<file path="config.mk">
export PLATFORM = sky130hd
export DESIGN_NAME = ai_paddle_flat
export DESIGN_NICKNAME = d
export VERILOG_FILES = /design/src/rtl/pong_pkg.sv /design/src/rtl/ai_paddle_if.sv /design/src/rtl/ai_step_timer.sv /design/src/rtl/ai_paddle.sv /design/src/flat_wrapper.sv
export SDC_FILE = /design/constraint.sdc
export NUM_CORES = 1
export LEC_CHECK = 0
export CAP_MARGIN = 40
export CORE_ASPECT_RATIO = 0.5
export CORE_MARGIN = 2
export CORE_UTILIZATION = 43
export DETAILED_ROUTE_END_ITERATION = 10
export PLACE_DENSITY_LB_ADDON = 0.08
export SLEW_MARGIN = 0
export SYNTH_ARGS = -nofsm -noshare
export SYNTH_HDL_FRONTEND = slang
export SYNTH_HIERARCHICAL = 1
export SYNTH_SLANG_ARGS = --single-unit
export TNS_END_PERCENT = 5
</file>
<file path="constraint.sdc">
create_clock -name clk -period 6.61 [get_ports clk]
set_input_delay 1.322 -clock clk [delete_from_list [all_inputs] [get_ports clk]]
set_output_delay 1.322 -clock clk [all_outputs]
set_load 0.03 [all_outputs]
</file>
<file path="src/rtl/pong_pkg.sv">
// Shared pong definitions: playfield geometry, bitmap width and the AI paddle state encoding.
package pong_pkg;

  localparam int ROWS     = 32;
  localparam int BITMAP_W = 32;

  typedef enum logic [1:0] {
    IDLE   = 2'd0,
    RETURN = 2'd1,
    TRACK  = 2'd2
  } ai_state_t;

  // Resting row for a paddle of the given length: middle of the legal range.
  function automatic int centre_of(input int len);
    return (ROWS - len) / 2;
  endfunction

endpackage

</file>
<file path="src/rtl/ai_paddle_if.sv">
// Ball-position inputs and paddle outputs exchanged between the game core and the AI paddle.
interface ai_paddle_if;
  import pong_pkg::*;

  logic                enable;
  logic [3:0]          level;
  logic [4:0]          ball_x;
  logic [4:0]          ball_y;
  logic [BITMAP_W-1:0] paddle_o;
  logic [4:0]          pos;

  modport master (output enable, level, ball_x, ball_y, input paddle_o, pos);
  modport slave  (input enable, level, ball_x, ball_y, output paddle_o, pos);

endinterface

</file>
<file path="src/rtl/ai_step_timer.sv">
// Base step strobe plus the difficulty-scaled move divider for the AI paddle.
module ai_step_timer #(
  parameter int STEP_DIV = 100000
) (
  input  logic       clk,
  input  logic       reset,
  input  logic [3:0] level,
  output logic       step,
  output logic       move
);

  localparam int CW = (STEP_DIV > 2) ? $clog2(STEP_DIV) : 1;
  localparam logic [CW-1:0] STEP_LAST = CW'(STEP_DIV - 1);

  logic [CW-1:0] cnt_r;
  logic [3:0]    div_r;
  logic          wrap_s;

  // A divider already past a newly lowered limit still wraps, at 15.
  assign wrap_s = (div_r == (4'd15 - level)) || (div_r == 4'd15);
  assign step   = (cnt_r == STEP_LAST);
  assign move   = step && wrap_s;

  // Free-running step counter and move divider.
  always_ff @(posedge clk) begin
    if (reset) begin
      cnt_r <= '0;
      div_r <= 4'd0;
    end else begin
      if (step) begin
        cnt_r <= '0;
      end else begin
        cnt_r <= cnt_r + CW'(1);
      end
      if (step && wrap_s) begin
        div_r <= 4'd0;
      end else if (step) begin
        div_r <= div_r + 4'd1;
      end else begin
        div_r <= div_r;
      end
    end
  end

endmodule

</file>
<file path="src/rtl/ai_paddle.sv">
// Autonomous paddle: tracks an approaching ball inside a window, otherwise drifts back to centre.
module ai_paddle
  import pong_pkg::*;
#(
  parameter int SIDE       = 0,
  parameter int PADDLE_LEN = 4,
  parameter int STEP_DIV   = 100000,
  parameter int WINDOW     = 20
) (
  input logic        clk,
  input logic        reset,
  ai_paddle_if.slave bus
);

  localparam logic [4:0]          MAXPOS_V = 5'(ROWS - PADDLE_LEN);
  localparam logic [4:0]          CENTRE_V = 5'(centre_of(PADDLE_LEN));
  localparam logic [5:0]          WINDOW_V = 6'(WINDOW);
  localparam logic [5:0]          HALF_V   = 6'(PADDLE_LEN / 2);
  localparam logic [BITMAP_W-1:0] MASK_V   = BITMAP_W'((64'd1 << PADDLE_LEN) - 64'd1);

  ai_state_t        state_r, state_s;
  logic [4:0]       x_q_r, y_q_r, pos_r, pos_s;
  logic             appr_r, appr_s;
  logic             step_s, move_s;
  logic [4:0]       dist_s, y_s, track_tgt_s, target_s;
  logic signed [5:0] ty_s;

  ai_step_timer #(.STEP_DIV(STEP_DIV)) u_timer (
    .clk   (clk),
    .reset (reset),
    .level (bus.level),
    .step  (step_s),
    .move  (move_s)
  );

  // Direction, distance and the target row implied by the state being entered.
  always_comb begin
    appr_s      = appr_r;
    dist_s      = (SIDE == 0) ? bus.ball_x : (5'd31 - bus.ball_x);
    y_s         = step_s ? bus.ball_y : y_q_r;
    ty_s        = $signed({1'b0, y_s}) - $signed(HALF_V);
    track_tgt_s = CENTRE_V;
    if ((SIDE == 0) ? (bus.ball_x < x_q_r) : (bus.ball_x > x_q_r)) begin
      appr_s = 1'b1;
    end else if (bus.ball_x != x_q_r) begin
      appr_s = 1'b0;
    end else begin
      appr_s = appr_r;
    end
    if (ty_s[5]) begin
      track_tgt_s = 5'd0;
    end else if (ty_s[4:0] > MAXPOS_V) begin
      track_tgt_s = MAXPOS_V;
    end else begin
      track_tgt_s = ty_s[4:0];
    end
  end

  // Next state (only on step) and one-row motion toward the new state's target.
  always_comb begin
    state_s  = state_r;
    target_s = CENTRE_V;
    pos_s    = pos_r;
    if (!step_s) begin
      state_s = state_r;
    end else if (!bus.enable) begin
      state_s = IDLE;
    end else begin
      case (state_r)
        IDLE:    state_s = RETURN;
        RETURN:  state_s = (appr_s && ({1'b0, dist_s} <= WINDOW_V)) ? TRACK : RETURN;
        TRACK:   state_s = appr_s ? TRACK : RETURN;
        default: state_s = IDLE;
      endcase
    end
    if (state_s == TRACK) begin
      target_s = track_tgt_s;
    end else begin
      target_s = CENTRE_V;
    end
    if (move_s && (pos_r < target_s)) begin
      pos_s = pos_r + 5'd1;
    end else if (move_s && (pos_r > target_s)) begin
      pos_s = pos_r - 5'd1;
    end else begin
      pos_s = pos_r;
    end
  end

  // State, ball sample and paddle position registers.
  always_ff @(posedge clk) begin
    if (reset) begin
      state_r <= IDLE;
      x_q_r   <= 5'd0;
      y_q_r   <= 5'd0;
      appr_r  <= 1'b0;
      pos_r   <= CENTRE_V;
    end else begin
      if (step_s) begin
        x_q_r  <= bus.ball_x;
        y_q_r  <= bus.ball_y;
        appr_r <= appr_s;
      end else begin
        x_q_r  <= x_q_r;
        y_q_r  <= y_q_r;
        appr_r <= appr_r;
      end
      state_r <= state_s;
      pos_r   <= pos_s;
    end
  end

  assign bus.pos      = pos_r;
  assign bus.paddle_o = MASK_V << pos_r;

endmodule

</file>
<file path="src/flat_wrapper.sv">
// flat-port wrapper written by rule: the top's interface ports become plain ports
module ai_paddle_flat import pong_pkg::*;
#(
  parameter int SIDE       = 0,
  parameter int PADDLE_LEN = 4,
  parameter int STEP_DIV   = 100000,
  parameter int WINDOW     = 20
)
  (clk, reset, bus_enable, bus_level, bus_ball_x, bus_ball_y, bus_paddle_o, bus_pos);
  ai_paddle_if bus_i ();
  input logic clk;
  input logic reset;
  input wire logic [$bits(bus_i.enable)-1:0] bus_enable;
  input wire logic [$bits(bus_i.level)-1:0] bus_level;
  input wire logic [$bits(bus_i.ball_x)-1:0] bus_ball_x;
  input wire logic [$bits(bus_i.ball_y)-1:0] bus_ball_y;
  output wire logic [$bits(bus_i.paddle_o)-1:0] bus_paddle_o;
  output wire logic [$bits(bus_i.pos)-1:0] bus_pos;
  assign bus_i.enable = bus_enable;
  assign bus_i.level = bus_level;
  assign bus_i.ball_x = bus_ball_x;
  assign bus_i.ball_y = bus_ball_y;
  assign bus_paddle_o = bus_i.paddle_o;
  assign bus_pos = bus_i.pos;
  ai_paddle #(.SIDE(SIDE), .PADDLE_LEN(PADDLE_LEN), .STEP_DIV(STEP_DIV), .WINDOW(WINDOW)) u_core (.clk(clk), .reset(reset), .bus(bus_i));
endmodule
</file>
==> results of run 1 <==
-- area by class of cell --
| class | count | area share (%) |
|---|---|---|
| Multi-Input combinational cell | 264 | 52.8 |
| Sequential cell | 39 | 22.5 |
| Timing Repair Buffer | 55 | 15.7 |
| Clock buffer | 6 | 3.71 |
| Tap cell | 88 | 3.17 |
| Inverter | 16 | 1.73 |
| Clock inverter | 2 | 0.360 |
-- registers in the layout, indices dropped and copies added (netlist names) --
name / count
u_core/u_timer/cnt_r: 17
u_core/x_q_r: 5
u_core/y_q_r: 5
u_core/u_timer/div_r: 4
u_core/appr_r: 1
u_core/state_r: 2
u_core/bus.pos: 5
-- metrics by stage --
stage               setup slack, ns  cells  total power [W]
floorplan                      1.75    334         0.000258
global route                  0.836    470         0.000520
detailed placement             1.13    462         0.000274
global placement               1.23    462         0.000273
finish                         1.15    470         0.000500
CTS                            1.19    470         0.000509
-- per-layer routing --
metal	GRT usage (%)	part of all wire, %	up-vias
li1	-	-	1277
met1	21.1	48	1111
met2	31.4	46	66
met3	3.85	5.4	4
met4	4.99	0.51	0
met5	0	0	-
-- worst max-delay path, delay by kind of cell (launching register included) --
kind / cells / cell delay [ns]
muxes: 2 / 0.74
AOI/OAI and AO/OA: 9 / 1.57
buffers and inverters: 1 / 0.46
and+or+nand+nor: 4 / 0.93
adders and majority gates: 4 / 1.27
DFF: 1 / 0.36
-- worst min path at each step --
stage	end	slack, ns	cells past startpoint
floorplan	u_core/u_timer/cnt_r[0]$_SDFF_PP0_	0.43	1
global placement	u_core/u_timer/cnt_r[0]$_SDFF_PP0_	0.44	1
detailed placement	u_core/u_timer/cnt_r[0]$_SDFF_PP0_	0.46	1
CTS	u_core/u_timer/cnt_r[0]$_SDFF_PP0_	0.47	1
global route	u_core/u_timer/cnt_r[0]$_SDFF_PP0_	0.50	1
finish	u_core/u_timer/cnt_r[0]$_SDFF_PP0_	0.46	1
-- where the power goes --
part	switching (W)	internal [W]
Combinational	0.0000160	0.0000149
Clock	0.0000916	0.000139
Sequential	0.00000147	0.000237
Total	0.000109	0.000391
-- cells by family after synthesis --
logic type / Yosys count / synth area share (%)
and+or+nand+nor: 152 / 28.5
AOI/OAI and AO/OA: 54 / 15.2
DFF: 39 / 28.2
buffers and inverters: 31 / 5.56
xor gates and xnor gates: 25 / 7.91
adders and majority gates: 19 / 8.86
muxes: 14 / 5.74
-- synthesized netlist by cell type (all sizes together), types with 3 or more instances --
| cell type | number |
|---|---|
| nor2b | 8 |
| nand2b | 7 |
| xnor2 | 12 |
| and2 | 8 |
| xor2 | 13 |
| and3 | 3 |
| nand2 | 26 |
| nor4 | 3 |
| clkbuf | 7 |
| nor3 | 8 |
| nand3 | 9 |
| or3 | 4 |
| buf | 8 |
| nand4 | 9 |
| mux2i | 12 |
| a31oi | 3 |
| inv | 15 |
| o22ai | 3 |
| and4 | 3 |
| o21ai | 7 |
| dfxtp | 39 |
| a211o | 3 |
| a21o | 3 |
| nor2 | 55 |
| ha | 18 |
| a21oi | 15 |
==> results_dict.tcl, run 1 <==
set metrics [dict create \
    die_h_um 60.7 \
    hpwl_um 4450 \
    maxSlewHeadroom_pct 59.6 \
    crit_path_end "u_core/bus.pos[4]$_SDFFE_PP0P_" \
    synth_cells 334 \
    multiInputGateArea_sq_mm 0.00183 \
    cts_tree "yes" \
    htreeDepth 2 \
    post_drt_wl_per_cell_um 12.6 \
    r2r_end "u_core/bus.pos[4]$_SDFFE_PP0P_" \
    mostFrequentLayoutCells "55 x nor2_1, 53 x clkdlybuf4s50_1, 39 x dfxtp_1, 25 x nand2_1, 18 x ha_1" \
    setup-tns-final_ns 0 \
    synth_cell_type_count 68 \
    crit_path_max_fanout 11 \
    worstHoldStart "u_core/u_timer/cnt_r[0]$_SDFF_PP0_" \
    wirelength_um 5930 \
    grt_pass1_wl_um 9960 \
    synth_nets 370 \
    cts_made_buffers 5 \
    status "finished, final reports clean" \
    maxCapViolations 0 \
    hold_violations 0 \
    grtUsageTotal_pct 17.1 \
    placed_area_sq_mm 0.00333 \
    drt-initial-drc-count 70 \
    p_per_area_mw_per_mm2 144 \
    cts_setup_buffers 0 \
    rr_worst_depth 20 \
    layout.nets 417 \
    grt_max_degree 26 \
    yosysWarningCount 6 \
    worst_pin_slew_ns 0.605 \
    finalSetupViolations 0 \
    cts-resized-gates 0 \
    antenna_found_initial 0 \
    dr.pass1.iters 4 \
    cts-root-buf "clkbuf_16" \
    required_ns 6.78 \
    vias_per_cell 5.23 \
    startpoint_type "flop" \
    period_share_pct 82.6 \
    reg2reg_from "u_core/u_timer/cnt_r[0]$_SDFF_PP0_" \
    layout_commonest_cell "nor2_1" \
    slowest_delay_ns 0.46 \
    syn_to_final_growth_pct 25.4 \
    io_buffers 53 \
    yosysTopAreaCell "dfxtp_1" \
    synth.top_cells.by_area "dfxtp_1 28%, ha_1 8.1%, nor2_1 7.5%" \
    antenna_left 0 \
    dieWidth_um 117 \
    synth_area_sq_mm 0.00277 \
    worstPathArrival_ns 5.62 \
    pin_count 54 \
    dieArea_sq_mm 0.00714 \
    coreArea_sq_mm 0.00616 \
    syn_area_per_cell_sq_um 8.29 \
    diodes 0 \
    n_fill_cell 600 \
    startpoint "u_core/u_timer/cnt_r[0]$_SDFF_PP0_" \
    overflow 0 \
    worstPathCellList "ha_1, and4_1, nand4_2, inv_1, mux2i_1, ha_1, a311oi_4, a21oi_2, o21a_1, a221oi_2, ha_1, nand4_1, o221a_2, nand2_1, fa_1, a21o_1, a21oi_1, o211ai_1, o22ai_1, mux2_1" \
    synth-edff-count 0 \
    hold_buffers 0 \
    synth_top_cell_area_share_pct 28.2 \
    drv_slew 0 \
    start_util_pct 45.0 \
    crit_top_cell "ha_1" \
    ys_async_sr_fraction_pct 0 \
    seqCellArea_sq_um 781 \
    critPathKind "flop to flop" \
    endpoint_kind "flop" \
    gp_congestion 0.799 \
    drive_gt1_share_pct 7.59 \
    finalCriticalPeriod_ns 5.46 \
    fmax_mhz 183 \
    static-leakage-power_nw 1.30 \
    hold_class "flop to flop" \
    cts.clk_slew.worst_paths_ns 0.06 \
    grt_pass1_vias 2238 \
    rsz0062_at_grt "no" \
    drc 0 \
    clkSinkCount 39 \
    stdcell_area_sq_mm 0.00347 \
    r2r_setup_slack_ns 1.15 \
    synthFlopType "dfxtp_1" \
    finish.utilization_pct 56.4 \
    num_rows 20 \
    crit_slowest_cell "inv_1" \
    fin_skew_ns 0.00408 \
    irDropWorstVdd_mv 0.103 \
    clk_latency_ns 0.28 \
    seq_area_frac_synth_pct 28.2 \
    ys_ff_latch 39 \
    vias 2458 \
    holdWs_ns 0.463 \
    clockBufferDepth 2 \
]
No activity file was read; power rests on OpenSTA's default activity.
==> inputs of run 2 (changes only) <==
- clock period: 6.61 -> 5.4 ns (I/O delays scaled with it)
==> results_dict.tcl, run 2 (synthesis results as in run 1) <==
set metrics [dict create \
    status "finished, final reports clean" \
    crit_path_max_fanout 6 \
    cts_made_buffers 5 \
    overflow 0 \
    cts-root-buf "clkbuf_16" \
    drc 0 \
    antenna_left 0 \
    p_total_w 0.000665 \
    finalSetupViolations 0 \
    irDropWorstVdd_mv 0.124 \
    maxCapViolations 0 \
    rsz0062_at_grt "no" \
    wirelength_um 6060 \
    dp.cells 466 \
    worstPathCellList "clkdlybuf4s50_1, inv_1, ha_1, nand4_1, o22ai_2, nand2_2, a211o_1, ha_1, a21oi_1, o221a_2, nand2_1, fa_1, a21o_1, a21oi_1, o211ai_1, o22ai_1, mux2_1" \
    crit_cells 17 \
    crit_slowest_cell "clkdlybuf4s50_1" \
    worst_pin_slew_ns 0.642 \
    grt_pass1_wl_um 10500 \
    dieArea_sq_mm 0.00714 \
    fmax_mhz 204 \
    top_register "u_core/u_timer/cnt_r" \
    required_ns 5.56 \
    layout.nets 421 \
    r2r_setup_slack_ns 0.50 \
    hold_buffers 0 \
    clockBufferDepth 2 \
    rr_worst_depth 20 \
    cts-resized-gates 0 \
    cts_setup_buffers 0 \
    cts_tree "yes" \
    post_drt_wl_per_cell_um 12.8 \
    io_buffers 53 \
    die_h_um 60.7 \
    drive_gt1_share_pct 8.81 \
    diodes 0 \
    coreArea_sq_mm 0.00616 \
    grt_max_degree 22 \
    startpoint "bus_ball_x[0]" \
    layout_commonest_cell "nor2_1" \
    vias_per_cell 5.21 \
    hold_class "flop to flop" \
    cts.clk_slew.worst_paths_ns 0.06 \
    slowest_delay_ns 0.50 \
    n_fill_cell 576 \
    grtUsageTotal_pct 18.0 \
    mostFrequentLayoutCells "55 x nor2_1, 53 x clkdlybuf4s50_1, 39 x dfxtp_1, 25 x nand2_1, 18 x ha_1" \
    dieWidth_um 117 \
    dr.pass1.iters 4 \
    num_rows 20 \
    vias 2470 \
    reg2reg_from "u_core/u_timer/cnt_r[0]$_SDFF_PP0_" \
    htreeDepth 2 \
    finalCriticalPeriod_ns 4.90 \
    maxSlewHeadroom_pct 57.1 \
    antenna_found_initial 0 \
    fin_skew_ns 0.00592 \
    finish.utilization_pct 57.4 \
    critPathKind "input port to flop" \
    p_per_area_mw_per_mm2 188 \
    crit_path_end "u_core/bus.pos[4]$_SDFFE_PP0P_" \
    drv_slew 0 \
    pin_count 54 \
    largest_register_ffs 17 \
    clk_latency_ns 0.28 \
    holdWs_ns 0.467 \
    worst-path-buf-inv 2 \
    syn_to_final_growth_pct 27.7 \
    hpwl_um 4620 \
    final_cells 474 \
    clkSinkCount 39 \
    static-leakage-power_nw 1.34 \
    endpoint_kind "flop" \
    grt_pass1_vias 2350 \
    period_share_pct 90.8 \
    r2r_end "u_core/bus.pos[4]$_SDFFE_PP0P_" \
    drt-initial-drc-count 121 \
    gp_congestion 0.729 \
    start_util_pct 45.0 \
    worstPathArrival_ns 5.06 \
    path_delay_family "compound AO/OA/AOI/OAI gates" \
    setup-tns-final_ns 0 \
    hold_violations 0 \
    startpoint_type "input port" \
]
run 2: routing by layer:
| layer | up-vias | track usage [%] | share of wire, % |
|---|---|---|---|
| met1 | 1130 | 20.9 | 47 |
| met2 | 50 | 34.6 | 47 |
| met5 | - | 0 | 0 |
| met4 | 0 | 4.99 | 0.88 |
| li1 | 1283 | - | - |
| met3 | 7 | 4.23 | 4.8 |
run 2: report_power, final:
part	switching [W]	total, W	internal (W)
combinational	0.0000192	0.0000378	0.0000186
sequential	0.00000186	0.000291	0.000290
clock	0.000117	0.000336	0.000219
run 2: worst min-delay path by stage:
stage	from	to	slack [ns]	cells past startpoint
floorplan	u_core/u_timer/cnt_r[0]$_SDFF_PP0_	u_core/u_timer/cnt_r[0]$_SDFF_PP0_	0.43	1
global placement	u_core/u_timer/cnt_r[0]$_SDFF_PP0_	u_core/u_timer/cnt_r[0]$_SDFF_PP0_	0.44	1
detailed placement	u_core/u_timer/cnt_r[0]$_SDFF_PP0_	u_core/u_timer/cnt_r[0]$_SDFF_PP0_	0.46	1
CTS	u_core/u_timer/cnt_r[0]$_SDFF_PP0_	u_core/u_timer/cnt_r[0]$_SDFF_PP0_	0.47	1
global route	u_core/u_timer/cnt_r[0]$_SDFF_PP0_	u_core/u_timer/cnt_r[0]$_SDFF_PP0_	0.50	1
finish	u_core/u_timer/cnt_r[0]$_SDFF_PP0_	u_core/u_timer/cnt_r[0]$_SDFF_PP0_	0.47	1
run 2: cell type report:
class / count / area (sq um) / share of cell area [%]
Multi-Input combinational cell: 264 / 1830 / 51.9
Sequential cell: 39 / 781 / 22.1
Clock buffer: 5 / 125 / 3.54
Clock inverter: 3 / 46.3 / 1.31
Tap cell: 88 / 110 / 3.11
Timing Repair Buffer: 59 / 579 / 16.4
Inverter: 16 / 60.1 / 1.70
run 2: metrics by stage:
stage	setup slack [ns]	instance area [sq um]
floorplan	0.539	2770
global placement	0.348	3350
detailed placement	0.223	3360
CTS	0.512	3540
global route	0.0911	3540
finish	0.498	3540
==> inputs of run 3 (changes only) <==
- CTS_BUF_LIST: not set -> sky130_fd_sc_hd__clkbuf_16
==> results of run 3 <==
Same layout as run 2: the final DEF is identical, and so are final timing and power.
